--- src/rtl/hazard_pkg.sv ---
// Shared types and constants for the pipeline hazard controller.
package hazard_pkg;

  typedef enum logic [1:0] {
    IDLE     = 2'd0,
    MEM_WAIT = 2'd1,
    FAULT    = 2'd2
  } hz_state_t;

  localparam logic [1:0] FWD_RF  = 2'b00;
  localparam logic [1:0] FWD_WB  = 2'b01;
  localparam logic [1:0] FWD_MEM = 2'b10;

  localparam int DEF_MEM_TIMEOUT = 64;

endpackage

--- src/rtl/forward_unit.sv ---
// Combinational operand-forwarding selects for the ALU and the Decode branch comparator.
module forward_unit
  import hazard_pkg::*;
(
  input  logic [4:0] i_rs_d,
  input  logic [4:0] i_rt_d,
  input  logic [4:0] i_rs_e,
  input  logic [4:0] i_rt_e,
  input  logic [4:0] i_write_reg_m,
  input  logic [4:0] i_write_reg_w,
  input  logic       i_reg_write_m,
  input  logic       i_reg_write_w,
  output logic [1:0] o_forward_ae,
  output logic [1:0] o_forward_be,
  output logic       o_forward_ad,
  output logic       o_forward_bd
);

  logic w_m_live;
  logic w_w_live;

  // Register 0 is hard-wired, so a write to it never produces a forwardable value.
  assign w_m_live = i_reg_write_m && (i_write_reg_m != 5'd0);
  assign w_w_live = i_reg_write_w && (i_write_reg_w != 5'd0);

  always_comb begin
    o_forward_ae = FWD_RF;
    o_forward_be = FWD_RF;
    if (w_m_live && (i_write_reg_m == i_rs_e))      o_forward_ae = FWD_MEM;
    else if (w_w_live && (i_write_reg_w == i_rs_e)) o_forward_ae = FWD_WB;
    if (w_m_live && (i_write_reg_m == i_rt_e))      o_forward_be = FWD_MEM;
    else if (w_w_live && (i_write_reg_w == i_rt_e)) o_forward_be = FWD_WB;
  end

  assign o_forward_ad = w_m_live && (i_write_reg_m == i_rs_d);
  assign o_forward_bd = w_m_live && (i_write_reg_m == i_rt_d);

endmodule

--- src/rtl/pipeline_hazard_ctrl.sv ---
// Hazard/stall controller for the 5-stage MIPS pipeline: forwarding, load-use and
// branch stalls, data-memory wait handshake with timeout fault, and a stall counter.
module pipeline_hazard_ctrl
  import hazard_pkg::*;
#(
  parameter int MEM_TIMEOUT = DEF_MEM_TIMEOUT,
  parameter int CNT_W       = 16
) (
  input  logic             CLK,
  input  logic             reset,
  input  logic [4:0]       RsD,
  input  logic [4:0]       RtD,
  input  logic [4:0]       RsE,
  input  logic [4:0]       RtE,
  input  logic [4:0]       WriteRegE,
  input  logic [4:0]       WriteRegM,
  input  logic [4:0]       WriteRegW,
  input  logic             RegWriteE,
  input  logic             RegWriteM,
  input  logic             RegWriteW,
  input  logic             MemtoRegE,
  input  logic             MemtoRegM,
  input  logic             BranchD,
  input  logic             PCSrcD,
  input  logic             JumpD,
  input  logic             MemReqM,
  input  logic             MemReadyM,
  input  logic             ClrCount,
  output logic [1:0]       ForwardAE,
  output logic [1:0]       ForwardBE,
  output logic             ForwardAD,
  output logic             ForwardBD,
  output logic             StallF,
  output logic             StallD,
  output logic             StallE,
  output logic             StallM,
  output logic             FlushD,
  output logic             FlushE,
  output logic             FlushW,
  output logic             MemTimeout,
  output logic [CNT_W-1:0] StallCount
);

  localparam int               WAIT_W   = $clog2(MEM_TIMEOUT + 1);
  localparam logic [WAIT_W-1:0] WAIT_MAX = WAIT_W'(MEM_TIMEOUT);
  localparam logic [CNT_W-1:0]  CNT_MAX  = '1;

  hz_state_t         r_state, w_state_next;
  logic [WAIT_W-1:0] r_wait, w_wait_next;
  logic              r_timeout, w_timeout_next;
  logic [CNT_W-1:0]  r_cnt;

  logic [1:0] w_fae, w_fbe;
  logic       w_fad, w_fbd;
  logic       w_lwstall, w_brstall, w_memstall, w_stall_fd;

  forward_unit u_fwd (
    .i_rs_d        (RsD),
    .i_rt_d        (RtD),
    .i_rs_e        (RsE),
    .i_rt_e        (RtE),
    .i_write_reg_m (WriteRegM),
    .i_write_reg_w (WriteRegW),
    .i_reg_write_m (RegWriteM),
    .i_reg_write_w (RegWriteW),
    .o_forward_ae  (w_fae),
    .o_forward_be  (w_fbe),
    .o_forward_ad  (w_fad),
    .o_forward_bd  (w_fbd)
  );

  assign w_lwstall = MemtoRegE && (WriteRegE != 5'd0) &&
                     ((WriteRegE == RsD) || (WriteRegE == RtD));
  assign w_brstall = BranchD &&
                     ((RegWriteE && (WriteRegE != 5'd0) &&
                       ((WriteRegE == RsD) || (WriteRegE == RtD))) ||
                      (MemtoRegM && (WriteRegM != 5'd0) &&
                       ((WriteRegM == RsD) || (WriteRegM == RtD))));

  always_comb begin
    w_state_next   = r_state;
    w_wait_next    = r_wait;
    w_timeout_next = r_timeout;
    w_memstall     = 1'b0;
    case (r_state)
      IDLE: begin
        if (MemReqM && !MemReadyM) begin
          w_memstall   = 1'b1;
          w_state_next = MEM_WAIT;
          w_wait_next  = WAIT_W'(1);
        end
      end
      MEM_WAIT: begin
        if (MemReadyM) begin
          w_state_next = IDLE;
          w_wait_next  = '0;
        end else begin
          w_memstall = 1'b1;
          if (r_wait == WAIT_MAX) begin
            w_state_next   = FAULT;
            w_timeout_next = 1'b1;
          end else begin
            w_wait_next = r_wait + WAIT_W'(1);
          end
        end
      end
      FAULT: begin
        w_memstall     = 1'b1;
        w_timeout_next = 1'b1;
      end
      default: w_state_next = IDLE;
    endcase
  end

  always_ff @(posedge CLK or posedge reset) begin
    if (reset) begin
      r_state   <= IDLE;
      r_wait    <= '0;
      r_timeout <= 1'b0;
    end else begin
      r_state   <= w_state_next;
      r_wait    <= w_wait_next;
      r_timeout <= w_timeout_next;
    end
  end

  // Reset forces every combinational control to its inactive value.
  assign w_stall_fd = !reset && (w_lwstall || w_brstall || w_memstall);
  assign StallF     = w_stall_fd;
  assign StallD     = w_stall_fd;
  assign StallE     = !reset && w_memstall;
  assign StallM     = !reset && w_memstall;
  assign FlushW     = !reset && w_memstall;
  assign FlushE     = !reset && (w_lwstall || w_brstall) && !w_memstall;
  assign FlushD     = !reset && (PCSrcD || JumpD) && !w_stall_fd;
  assign ForwardAE  = reset ? FWD_RF : w_fae;
  assign ForwardBE  = reset ? FWD_RF : w_fbe;
  assign ForwardAD  = !reset && w_fad;
  assign ForwardBD  = !reset && w_fbd;

  always_ff @(posedge CLK or posedge reset) begin
    if (reset) begin
      r_cnt <= '0;
    end else if (ClrCount) begin
      r_cnt <= '0;
    end else if (w_stall_fd && (r_cnt != CNT_MAX)) begin
      r_cnt <= r_cnt + CNT_W'(1);
    end
  end

  assign MemTimeout = r_timeout;
  assign StallCount = r_cnt;

endmodule

--- config.mk ---
export PLATFORM = sky130hd
export DESIGN_NAME = pipeline_hazard_ctrl
export DESIGN_NICKNAME = d
export VERILOG_FILES = /design/src/rtl/hazard_pkg.sv /design/src/rtl/forward_unit.sv /design/src/rtl/pipeline_hazard_ctrl.sv
export SDC_FILE = /design/constraint.sdc
export NUM_CORES = 1
export LEC_CHECK = 0
export BUFFER_PORTS_ARGS = -buffer_cell sky130_fd_sc_hd__buf_4
export CORE_UTILIZATION = 46
export CTS_BUF_LIST = sky130_fd_sc_hd__clkbuf_4 sky130_fd_sc_hd__clkbuf_8
export CTS_CLUSTER_DIAMETER = 120
export DETAILED_ROUTE_END_ITERATION = 8
export HOLD_SLACK_MARGIN = 0.03
export PLACE_DENSITY = 0.79
export SLEW_MARGIN = 15
export SYNTH_ARGS = -nofsm -noshare
export SYNTH_HDL_FRONTEND = slang
export SYNTH_SLANG_ARGS = --single-unit
--- constraint.sdc ---
create_clock -name CLK -period 2.2 [get_ports CLK]
set_input_delay 0.22 -clock CLK [delete_from_list [all_inputs] [get_ports CLK]]
set_output_delay 0.22 -clock CLK [all_outputs]
set_load 0.01 [all_outputs]
Word-level counts from Yosys, hierarchy flattened
Index checks and enable logic that the tools add are counted.
{"block": "word_totals", "latchBits": 0, "output_inout_bits": 30, "memories": 0, "mem_bits_ro": 0, "reg_bits": 26, "mem_bits_rw": 0}
{"block": "classes", "div": 0, "n_addsub": 2, "shifts": 0, "muxes": 22, "reduce_logical": 45, "n_bitwise": 1, "eq_ne": 17, "multipliers": 0, "magnitude_cmp": 0}
{"op": "5-bit == test", "count": 8}
{"op": "16-bit 2-to-1 mux", "count": 2}
{"op": "1-bit logical AND", "count": 25}
{"op": "7-bit 2-to-1 mux", "count": 3}
{"op": "16-bit by 1-bit adder with 16-bit output (second input constant)", "count": 1}
{"op": "16-bit != test (second input constant)", "count": 1}
{"op": "5-bit nonzero test", "count": 3}
{"op": "2-bit 2-to-1 mux", "count": 7}
{"op": "7-bit case mux with 2 select lines", "count": 1}
{"op": "3-bit AND reduction", "count": 3}
{"op": "7-bit by 1-bit adder with 7-bit output (second input constant)", "count": 1}
{"op": "7-bit == test (second input constant)", "count": 1}
{"op": "1-bit logical OR", "count": 6}
{"op": "1-bit 2-to-1 mux", "count": 6}
{"op": "2-bit != test (second input constant)", "count": 3}
{"op": "3-bit != test (second input constant)", "count": 2}
{"op": "2-bit case mux with 3 select lines", "count": 1}
{"op": "2-bit nonzero test", "count": 3}
{"op": "1-bit zero test", "count": 4}
{"op": "1-bit case mux with 3 select lines", "count": 1}
{"op": "2-bit by 1-bit == test with 1-bit output (second input constant)", "count": 1}
{"op": "2-bit == test (second input constant)", "count": 1}
{"op": "2-bit zero test", "count": 1}
{"op": "1-bit case mux with 2 select lines", "count": 1}
{"op": "1-bit inverter", "count": 1}

Longest topological paths before layout
{"block": "logic_depth", "word_depth": 11, "mapped_depth": 9, "ltp_nobuf": 8}

Cells and area by module
A second synthesis with hierarchy kept.
{"block": "unflattened", "cells_unflattened": 263, "hier_area_um2": 2239.6}
{"module": "pipeline_hazard_ctrl", "cells_each": 210, "seq_area_each_um2": 650.6, "instances": 1, "area_each_um2": 1831.8}
{"module": "forward_unit", "cells_each": 53, "seq_area_each_um2": 0.0, "instances": 1, "area_each_um2": 407.9}

Worst setup path after synthesis
Ideal clock, no wire load.
{"block": "synth_timing", "path_type": "register to register", "from": "register r_cnt[3] (netlist: StallCount[3])", "to": "register r_cnt[5] (netlist: StallCount[5])", "required_time_ns": 2.072, "arrival_time_ns": 1.950, "setup_time_ns": 0.128, "setup_slack_ns": 0.122, "path_stages_with_launch": 9, "cell_sequence": "dfrtp_1 -> nand3_1 -> nor2_1 -> and3_1 -> a41o_1 -> buf_2 -> buf_4 -> nor4_2 -> mux2_1"}
{"block": "synth_via", "elab_chain_len": 3, "elab_cells_between_ends": 6, "classes_between": "add/sub: 1; eq/ne: 1; mux: 2; reduce/logical: 2"}
{"item": "start: declaration", "line": "pipeline_hazard_ctrl.sv:51", "rtl": "logic [CNT_W-1:0] r_cnt;"}
{"item": "start signal: assignment", "line": "pipeline_hazard_ctrl.sv:147", "rtl": "r_cnt <= r_cnt + CNT_W'(1);"}
{"item": "16-bit by 1-bit adder with 16-bit output or 16-bit != test (tied branches)", "line": "pipeline_hazard_ctrl.sv:147, pipeline_hazard_ctrl.sv:146"}
{"item": "16-bit 2-to-1 mux or 1-bit logical AND (tied branches)", "line": "pipeline_hazard_ctrl.sv:146", "rtl": "end else if (w_stall_fd && (r_cnt != CNT_MAX)) begin"}
{"item": "16-bit 2-to-1 mux or 2-bit nonzero test (tied branches)"}
Several ways; a longest one is shown, not always the timed one. The select of a mux whose other input is x is not followed.
A chain may end at the register's enable or synchronous reset.

Worst setup path after layout
{"block": "layout_timing", "from": "register r_state[0]", "to": "output port StallD"}
{"block": "layout_via", "elab_chain_len": 4, "elab_cells_between_ends": 6, "classes_between": "eq/ne: 2; mux: 1; reduce/logical: 3"}
{"item": "start: declaration", "line": "pipeline_hazard_ctrl.sv:48", "rtl": "hz_state_t r_state, w_state_next;"}
{"item": "start signal: assignment", "line": "pipeline_hazard_ctrl.sv:121", "rtl": "r_state <= w_state_next;"}
{"item": "2-bit == test (tied with other cells)", "line": "pipeline_hazard_ctrl.sv:85", "rtl": "case (r_state)"}
{"item": "1-bit case mux with 3 select lines (*)", "line": "pipeline_hazard_ctrl.sv:85"}
{"item": "1-bit logical OR (*)", "line": "pipeline_hazard_ctrl.sv:128", "rtl": "assign w_stall_fd = !reset && (w_lwstall || w_brstall || w_memstall);"}
{"item": "1-bit logical AND (*)", "line": "pipeline_hazard_ctrl.sv:128"}
{"item": "end: declaration", "line": "pipeline_hazard_ctrl.sv:34", "rtl": "output logic StallD,"}
Every way passes the cells marked *; elsewhere a longest branch is shown, timed or not.

==> reports/qor.csv <==
stage,metric,value,unit
status,status,"finished, final reports clean",
clock_network,postCtsHoldBufs,0,
critical_path,crit_start,r_state[0]$_DFFE_PP0P_,
critical_path,cp-start-kind,register,
global_routing,grt_pass1_wl,9460,um
global_routing,groute.usage.overall,24.0,%
synthesis,synth-seq-cells,26,
run,cap_violations,0,
worst_hold_path,hold_path.class,input port to asynchronous set/reset pin,
sta,fin_tns_setup,0,ps
sta,setup_viol,0,
synthesis,yosysMostFrequentCell,dfrtp_1,
pwr,power_density,402,nW/um^2
sta,holdWs,80.7,ps
global_routing,grt_max_degree,28,
synthesis,synth_edf_count,0,
clock_network,h-tree-depth,1,
sta,rsz0062_at_grt,no,
sta,worst_pin_slew,445,ps
layout,diodes,0,
synthesis,synthAdderAreaFrac,1.78,%
global_routing,top_usage_layer,met2,
layout,area_growth,33.3,%
layout,fin_area,2820,um^2
clock_network,cts_root_buf,clkbuf_8,
drt,wl_per_cell,14.6,um
floorplanning,die_w,69.8,um
clock_network,clock_latency,290,ps
pwr,report.power.total,1.13,mW
layout,instances_no_fill,379,
placement,placed_cell_area,2740,um^2
global_routing,grt_use_met1,28.3,%
synthesis,synthTopCellsByCount,"dfrtp_1 (26), xor2_1 (24), nor2_1 (23)",
synthesis,ys.flop_type,dfrtp_1,
placement,portBuffers,77,
synthesis,yosys.area.top_type,dfrtp_1,
drt,drc,0,
synthesis,synth_fp_nets,300,
critical_path,worstSetupPathType,register to output port,
floorplanning,start_util,48.2,%
synthesis,muxShareOfSynthArea,4.27,%
drt,dr.pass1.iters,4,
pwr,vdd_drop_max,311,uV
placement,place_congestion,0.920,
global_routing,grt-ovfl-total,0,
critical_path,r2r_slack,160,ps
critical_path,cp-endpoint,StallD,
sta,finalHoldViolations,0,
synthesis,syn_avg_cell_area,8.48,um^2
global_routing,grt_pass1_vias,2099,
synthesis,yosys_warnings,0,
global_routing,antenna_found_initial,0,
drt,num_vias,2079,
critical_path,worstPathArrival,1890,ps
synthesis,synth_cell_types,39,
synthesis,yosysSeqAreaShare,30.8,%
synthesis,synth_simple_gate_area_share,26.4,%
floorplanning,fp-row-count,24,
critical_path,end_kind,output port,
clock_network,cts_sinks,26,
synthesis,netlist_area,2110,um^2
drt,drtIter0Drc,135,
floorplanning,pin_count,78,
floorplanning,die_h,69.8,um
sta,timing.final.crit_share,96.1,%
critical_path,worstPathRequired,1980,ps
synthesis,synth_top_family_by_area,simple AND/OR/NAND/NOR gates,
critical_path,path_max_fanout,21,
synthesis,synth-compound-area-share,11.7,%
sta,slew_violations,0,
drt,drt_wl_total,5520,um
clock_network,clkTransAtPathRegs,100,ps
drt,ant_nets,0,
global_routing,grtUsageMet2,43.7,%
synthesis,yosys.area.top_type_share,30.8,%
critical_path,r2r_start,StallCount[4]$_DFFE_PP0P_,
synthesis,synth_xor_area_share,17.8,%
sta,finClkSkew,6.55,ps
sta,fmax,473,MHz
synthesis,synth.area.top_cells,"dfrtp_1 (31%), xor2_1 (10%), xnor2_1 (7.9%), nor2_1 (4.1%), nand3_1 (4.0%)",
floorplanning,coreArea,4380,um^2
placement,dp_hpwl,4360,um
synthesis,ys_async_sr_fraction,100,%
pwr,power.leakage,1.28,nW
critical_path,reg2reg_depth,7,
critical_path,r2r_end,StallCount[11]$_DFFE_PP0P_,
floorplanning,die_area,4870,um^2
global_routing,grt_util_met3,4.94,%
clock_network,cts_tree,built,
sta,slew_headroom,70.0,%
placement,dp.cells,375,
layout,fin_nets,379,
clock_network,cts_buffers,3,
sta,period_minus_slack,2110,ps
layout,drive_above_1_share,34.6,%
clock_network,clockBufferDepth,2,
synthesis,syn-instance-count,249,
drt,via_per_inst,5.49,
[cell type report]
class	instances	area, um^2
inverter	10	37.5
multi-input combinational	197	1330
clock buffer	4	55.1
sequential	26	651
fill	396	1570
tap	52	65.1
timing repair buffer	90	676
[how the worst min path moves through the flow]
stage                     slack, ps  cells past startpoint                        end
final                            80                      3  StallCount[5]$_DFFE_PP0P_
after global routing            130                      3  StallCount[3]$_DFFE_PP0P_
after CTS                       100                      3  StallCount[2]$_DFFE_PP0P_
after detailed placement        420                      3  StallCount[2]$_DFFE_PP0P_
after global placement          400                      3  StallCount[2]$_DFFE_PP0P_
after floorplan                 430                      3     r_state[0]$_DFFE_PP0P_
[timing repair]
item	4_1_cts	5_1_grt
setup endpoints to repair	0	3
resized for setup	0	5
setup buffers	0	0
[metal layers]
layer / wire, um / up-vias
met5: 0 / -
met4: 81 / 0
met3: 272 / 9
met2: 2910 / 62
met1: 2260 / 972
li1: - / 1036
[metrics by stage]
stage	utilization, %	setup WS, ps
floorplan	-	122
global placement	62.5	134
detailed placement	62.5	102
CTS	63.7	87.0
global route	64.2	1.03
finish	64.2	85.7
[worst max-delay path, stage by stage (launching register included)]
cell and delay (ps):
dfrtp_1 410, o21ai_0 210, o21ai_0 220, a221oi_2 230, buf_4 280, nor2_1 100
buf_4 160
[flip-flops by register name, summed over array words and instances, names as in the netlist]
| name | flops |
|---|---|
| StallCount | 16 |
| MemTimeout | 1 |
| r_wait | 7 |
| r_state | 2 |
[cell usage in the layout, fill, tap and decap left out, drive strengths merged, types with 8 or more instances in the layout]
cell type | Yosys | layout
buf | 13 | 90
dfrtp | 26 | 26
xor2 | 24 | 24
nor2 | 23 | 23
xnor2 | 19 | 19
nand3 | 17 | 17
a21oi | 15 | 15
nand2 | 14 | 14
nor3 | 13 | 13
inv | 10 | 10
o21ai | 9 | 9
nor4 | 9 | 9
mux2 | 8 | 8
[kinds of logic (layout without fill, tap and decap cells)]
logic type,count (synthesis),count (layout)
fa+ha+maj,3,3
xor+xnor,43,43
simple gates,105,105
mux,8,8
buf+inv,26,104
compound gates,38,38
flops,26,26
[report_power, final]
group	switching, mW	leakage [nW]	internal [mW]
logic	0.157	0.894	0.146
clock network	0.171	0.0288	0.161
registers	0.0111	0.358	0.487
total	0.339	1.28	0.794
Note: power is estimated with default switching activity, not from simulation.
